File: src/rtl/clmul_pkg.sv
// Shared types, widths and bit-reversal helpers for the carry-less product reduction stage.
// The reversal functions are only referenced when CLMUL_REDUCE_REFLECT_EN is defined.
package clmul_pkg;

    localparam int unsigned CLMUL_PROD_W = 64;
    localparam int unsigned CLMUL_RED_W  = 32;

    typedef enum logic [1:0] {
        IDLE = 2'd0,
        RUN  = 2'd1,
        DONE = 2'd2
    } clmul_state_e;

    function automatic logic [CLMUL_RED_W-1:0] bitrev32(input logic [CLMUL_RED_W-1:0] x);
        logic [CLMUL_RED_W-1:0] r;
        for (int unsigned i = 0; i < CLMUL_RED_W; i++) begin
            r[i] = x[CLMUL_RED_W-1-i];
        end
        return r;
    endfunction

    function automatic logic [CLMUL_PROD_W-1:0] bitrev64(input logic [CLMUL_PROD_W-1:0] x);
        logic [CLMUL_PROD_W-1:0] r;
        for (int unsigned i = 0; i < CLMUL_PROD_W; i++) begin
            r[i] = x[CLMUL_PROD_W-1-i];
        end
        return r;
    endfunction

endpackage

File: src/rtl/clmul_reduce_step.sv
// Combinational reduction slice: applies BITS_PER_CYCLE MSB-first long-division
// steps of the working register against P(x) = x^32 + POLY.
module clmul_reduce_step
    import clmul_pkg::*;
#(
    parameter logic [31:0] POLY           = 32'h04C11DB7,
    parameter int unsigned BITS_PER_CYCLE = 8
) (
    input  logic [CLMUL_PROD_W-1:0] i_w,
    output logic [CLMUL_PROD_W-1:0] o_w_c
);

    // Divisor aligned so that its x^32 term cancels bit 63 of the working register.
    localparam logic [CLMUL_PROD_W-1:0] REDUCE_MASK = {1'b1, POLY, 31'b0};

    logic [CLMUL_PROD_W-1:0] w_acc;

    always_comb begin
        w_acc = i_w;
        for (int unsigned i = 0; i < BITS_PER_CYCLE; i++) begin
            w_acc = (w_acc[CLMUL_PROD_W-1] ? (w_acc ^ REDUCE_MASK) : w_acc) << 1;
        end
        o_w_c = w_acc;
    end

endmodule

File: src/rtl/clmul_reduce.sv
// Multi-cycle reducer of a 64-bit GF(2) product modulo x^32 + POLY with valid/ready on both sides.
// Optional bit-reflected mode is built when CLMUL_REDUCE_REFLECT_EN is defined.
module clmul_reduce
    import clmul_pkg::*;
#(
    parameter logic [31:0] POLY           = 32'h04C11DB7,
    parameter int unsigned BITS_PER_CYCLE = 8
) (
    input  logic                    clk,
    input  logic                    resetn,
    input  logic                    in_valid,
    output logic                    in_ready,
    input  logic [CLMUL_PROD_W-1:0] in_data,
`ifdef CLMUL_REDUCE_REFLECT_EN
    input  logic                    in_reflect,
`endif
    output logic                    out_valid,
    input  logic                    out_ready,
    output logic [CLMUL_RED_W-1:0]  out_data
);

    localparam int unsigned STEPS = CLMUL_RED_W / BITS_PER_CYCLE;
    localparam int unsigned CNT_W = $clog2(STEPS + 1);

    clmul_state_e            r_state;
    logic [CLMUL_PROD_W-1:0] r_w;
    logic [CNT_W-1:0]        r_cnt;
    logic [CLMUL_RED_W-1:0]  r_out_data;
    logic                    r_out_valid;

    logic                    w_accept;
    logic [CLMUL_PROD_W-1:0] w_load;
    logic [CLMUL_PROD_W-1:0] w_step;
    logic [CLMUL_RED_W-1:0]  w_rem;

    clmul_reduce_step #(
        .POLY           (POLY),
        .BITS_PER_CYCLE (BITS_PER_CYCLE)
    ) u_step (
        .i_w   (r_w),
        .o_w_c (w_step)
    );

    // A finished result retiring frees the slot for a new operand in the same cycle.
    assign in_ready = (r_state == IDLE) || ((r_state == DONE) && out_ready);
    assign w_accept = in_valid && in_ready;

`ifdef CLMUL_REDUCE_REFLECT_EN
    logic r_reflect;
    assign w_load = in_reflect ? bitrev64(in_data) : in_data;
    assign w_rem  = r_reflect ? bitrev32(w_step[CLMUL_PROD_W-1:CLMUL_RED_W])
                              : w_step[CLMUL_PROD_W-1:CLMUL_RED_W];
`else
    assign w_load = in_data;
    assign w_rem  = w_step[CLMUL_PROD_W-1:CLMUL_RED_W];
`endif

    always_ff @(posedge clk) begin
        if (!resetn) begin
            r_state     <= IDLE;
            r_w         <= '0;
            r_cnt       <= '0;
            r_out_data  <= '0;
            r_out_valid <= 1'b0;
`ifdef CLMUL_REDUCE_REFLECT_EN
            r_reflect   <= 1'b0;
`endif
        end else if (w_accept) begin
            r_state     <= RUN;
            r_w         <= w_load;
            r_cnt       <= CNT_W'(STEPS);
            r_out_valid <= 1'b0;
`ifdef CLMUL_REDUCE_REFLECT_EN
            r_reflect   <= in_reflect;
`endif
        end else begin
            case (r_state)
                RUN: begin
                    r_w   <= w_step;
                    r_cnt <= r_cnt - CNT_W'(1);
                    // Last slice: publish the remainder directly from the step output.
                    if (r_cnt == CNT_W'(1)) begin
                        r_out_data  <= w_rem;
                        r_out_valid <= 1'b1;
                        r_state     <= DONE;
                    end
                end
                DONE: begin
                    if (out_ready) begin
                        r_out_valid <= 1'b0;
                        r_state     <= IDLE;
                    end
                end
                default: r_state <= IDLE;
            endcase
        end
    end

    assign out_valid = r_out_valid;
    assign out_data  = r_out_data;

endmodule

File: config.mk
export PLATFORM = sky130hd
export DESIGN_NAME = clmul_reduce
export DESIGN_NICKNAME = d
export VERILOG_FILES = /design/src/rtl/clmul_pkg.sv /design/src/rtl/clmul_reduce_step.sv /design/src/rtl/clmul_reduce.sv
export SDC_FILE = /design/constraint.sdc
export NUM_CORES = 1
export LEC_CHECK = 0
export CORE_ASPECT_RATIO = 0.8
export CORE_MARGIN = 3
export CORE_UTILIZATION = 40
export CTS_CLUSTER_SIZE = 30
export DETAILED_ROUTE_END_ITERATION = 10
export GPL_TIMING_DRIVEN = 0
export PLACE_DENSITY = 0.67
export SLEW_MARGIN = 20
export SYNTH_ARGS = -nofsm -noshare
export SYNTH_HDL_FRONTEND = slang
export SYNTH_SLANG_ARGS = --single-unit
File: constraint.sdc
create_clock -name clk -period 2.29 [get_ports clk]
set_clock_uncertainty 0.15 [all_clocks]
set_input_delay 0.458 -clock clk [delete_from_list [all_inputs] [get_ports clk]]
set_output_delay 0.458 -clock clk [all_outputs]
set_load 0.02 [all_outputs]
==> insert_results.sql, run 1 <==
INSERT INTO impl_metrics (metric_group, metric, value, unit) VALUES
('floorplanning', 'design.core.area', '11000', 'um^2'),
('timing', 'report.final.hold_viol_count', '0', ''),
('pwr', 'power.leakage', '2.13', 'nW'),
('floorplanning', 'placementRows', '34', ''),
('synthesis', 'top_cell_types_by_occurrence_after_synthesis', '102 x dfxtp_1, 60 x nand2_1, 56 x a21oi_1, 48 x a22oi_1, 45 x xnor2_1', ''),
('floorplanning', 'initial_utilization', '0.415', ''),
('timing', 'grt_setup_unrepaired', 'false', ''),
('critical_path', 'cp-start-kind', 'primary input', ''),
('pwr', 'power_density', '887', 'nW/um^2'),
('cts', 'clock_tree.root_cell', 'clkbuf_16', ''),
('route', 'met3_length', '1280', 'um'),
('synthesis', 'post-synth-top-count-cell', 'dfxtp_1', ''),
('layout', 'finalCoreUtilization', '0.555', ''),
('global_route', 'largest_net_degree_at_the_start_of_global_routing', '17', ''),
('synthesis', 'synth_seq_area_share', '0.447', ''),
('cts', 'worst_skew_pair.late_latency', '0.35', 'ns'),
('route', 'antenna_violating_nets_post_route', '0', ''),
('cts', 'cts_made_buffers', '9', ''),
('timing', 'timing.final.crit_share', '0.944', ''),
('floorplanning', 'die_width', '126', 'um'),
('critical_path', 'worstPathCellList', 'clkdlybuf4s50_1 > nor2b_1 > nor2_1 > dlygate4sd2_1', ''),
('route', 'routed_wl', '13700', 'um'),
('critical_path', 'cp_slowest_cell', 'clkdlybuf4s50_1', ''),
('pwr', 'vdd_ir_drop_max', '447', 'uV'),
('route', 'drt_pass1_iterations', '5', ''),
('critical_path', 'critical_path_endpoint_category', 'output port', ''),
('layout', 'fillCellCount', '1021', ''),
('global_route', 'gr-usage-all-layers', '0.212', ''),
('cts', 'htreeDepth', '3', ''),
('placed_design', 'portBuffers', '100', ''),
('synthesis', 'netlist_area', '4570', 'um^2'),
('timing', 'setup_viol', '0', ''),
('synthesis', 'synth_area_leaders', 'dfxtp_1 45%, xnor2_1 8.6%, a22oi_1 7.9%', ''),
('timing', 'peak_clock_frequency_supported_by_timing', '0.463', 'GHz'),
('synthesis', 'synth.avg_cell_area', '9.00', 'um^2'),
('synthesis', 'synth_cell_types', '40', ''),
('cts', 'bufs_on_longest_clock_path', '2', ''),
('global_route', 'grt-ovfl-total', '0', ''),
('hold_path', 'holdCritPathClass', 'flip-flop to flip-flop', ''),
('route', 'routedLengthMet1', '6230', 'um'),
('timing', 'setup_slack', '0.129', 'ns'),
('synthesis', 'ys_seq_elements', '102', ''),
('floorplanning', 'die_height', '102', 'um'),
('synthesis', 'synth_edf_count', '0', ''),
('layout', 'regArea', '2040', 'um^2'),
('timing', 'report.final.slew_viol_count', '0', ''),
('run', 'max_cap_violations', '0', ''),
('synthesis', 'number_of_standard_cells_after_synthesis', '508', ''),
('critical_path', 'timing.critical_path.required', '1.68', 'ns'),
('route', 'routed_via_density', '5.41', ''),
('placed_design', 'pre_cts_slack', '-0.131', 'ns'),
('global_route', 'first_global_vias', '3888', ''),
('layout', 'num_antenna_cells', '0', ''),
('route', 'wl_per_cell', '17.9', 'um'),
('floorplanning', 'fp.dieArea', '12800', 'um^2'),
('timing', 'measured_slew_at_the_worst_slew_check_pin', '0.688', 'ns'),
('route', 'routed_via_count', '4154', ''),
('critical_path', 'timing.critical_path.slowest_cell_delay', '0.44', 'ns'),
('critical_path', 'worstPathArrival', '1.55', 'ns'),
('route', 'drc_violation_count_after_routing', '0', ''),
('placed_design', 'gpl.final_weighted_congestion', '0.905', ''),
('layout', 'design.final.nets', '689', ''),
('cts', 'post_cts_hold_buffer_count', '0', ''),
('run_status', 'outcome', 'finished, final reports clean', ''),
('synthesis', 'synth.top_cell.area_share', '0.447', ''),
('synthesis', 'synthesis.nets', '578', ''),
('placed_design', 'hpwlAfterDp', '10500', 'um'),
('synthesis', 'synth_largest_area_cell', 'dfxtp_1', ''),
('floorplanning', 'io_pins', '102', ''),
('critical_path', 'critPathMaxFanout', '3', ''),
('global_route', 'number_of_antenna_violations_at_the_first_check_in_global_routing', '0', '');
==> report_power, final <==
part | leakage, nW | switching (mW) | internal [mW]
Sequential | 0.834 | 0.103 | 1.93
Combinational | 1.12 | 0.865 | 0.721
Clock | 0.168 | 0.675 | 1.13
==> registers in the layout, summed over array words and instances, names as in the netlist <==
| signal | count |
|---|---|
| r_state | 2 |
| r_w | 64 |
| out_data | 32 |
| out_valid | 1 |
| r_cnt | 3 |
==> cell usage in the layout, fill, tap and decap left out, types with 4 or more instances in the layout <==
master           Yosys  layout
a211oi_1             9       9
a21oi_1             56      56
a22oi_1             48      48
buf_2               13      13
buf_4                4       4
clkbuf_1            27      27
clkbuf_16            0       9
clkdlybuf4s50_1      0      99
dfxtp_1            102     102
inv_1                4       4
nand2_1             60      60
nand3_1             12      12
nand3b_1             9       9
nand4_1              4       4
nor2_1              25      25
o21ai_0             18      18
o22ai_1             13      13
or3_1                5       5
xnor2_1             45      45
xor2_1              16      16
==> worst paths after layout <==
path	start	to	slack (ns)	cells after the start
max	out_ready	in_ready	0.13	4
min	r_w[12]$_SDFFE_PN0P_	r_w[12]$_SDFFE_PN0P_	0.30	2
max reg2reg	r_state[1]$_SDFFE_PP0P_	r_w[61]$_SDFFE_PN0P_	0.27	5
min reg2reg	r_w[12]$_SDFFE_PN0P_	r_w[12]$_SDFFE_PN0P_	0.30	2
==> cell families after synthesis <==
kind of cell,Yosys count,synth area share
fa+ha+maj,2,0.00547
simple gates,125,0.125
xor+xnor,68,0.149
compound gates,159,0.221
flops,102,0.447
buf+inv,52,0.0528
==> final cells by class <==
cell class	count	area share
Clock buffer	11	0.0414
Inverter	5	0.00307
Tap cell	144	0.0295
Buffer	47	0.0365
Sequential cell	102	0.334
Multi-Input combinational cell	354	0.375
Clock inverter	5	0.0172
Timing Repair Buffer	100	0.164
==> worst max-delay path: cells and delay by family <==
kind	cells	cell delay (ns)
and+or+nand+nor	2	0.32
buffers and inverters	2	0.77
==> routing by layer <==
layer  GRT usage  up-vias
met1       0.291     1926
met4      0.0725        0
met3      0.0474       22
met2       0.334      206
li1            -     2000
met5           0        -
==> repair_timing <==
item | 4_1_cts | 5_1_grt
gates resized for setup | 1 | 0
endpoints found under the setup margin | 1 | 0
endpoints found under the hold margin | 0 | 0
setup buffers | 0 | 0
==> stage by stage <==
step           hold WS, ns  power [mW]  TNS [ns]  area, um^2  cells
2_1_floorplan        0.286        3.13         0        4570    508
3_3_place_gp         0.292        3.61    -0.944        5750    752
3_5_place_dp         0.299        3.63     -1.06        5750    752
4_1_cts              0.308        5.42         0        6110    768
5_1_grt              0.322        5.63         0        6110    768
6_report             0.303        5.42         0        6110    768
(Power assumes the default switching activity.)
==> inputs of run 2 (changes only) <==
--- a/config.mk
+++ b/config.mk
@@ -8,6 +8,7 @@
 export CORE_ASPECT_RATIO = 0.8
 export CORE_MARGIN = 3
 export CORE_UTILIZATION = 40
+export CTS_CLUSTER_DIAMETER = 50
 export CTS_CLUSTER_SIZE = 30
 export DETAILED_ROUTE_END_ITERATION = 10
 export GPL_TIMING_DRIVEN = 0
==> results of run 2 <==
Same layout as run 1: the final DEF is identical, and so are final timing and power.
==> inputs of run 3 (changes only) <==
--- a/config.mk
+++ b/config.mk
@@ -13,7 +13,6 @@
 export DETAILED_ROUTE_END_ITERATION = 10
 export GPL_TIMING_DRIVEN = 0
 export PLACE_DENSITY = 0.67
-export SLEW_MARGIN = 20
 export SYNTH_ARGS = -nofsm -noshare
 export SYNTH_HDL_FRONTEND = slang
 export SYNTH_SLANG_ARGS = --single-unit
==> results of run 3 <==
Same layout as run 1: the final DEF is identical, and so are final timing and power.
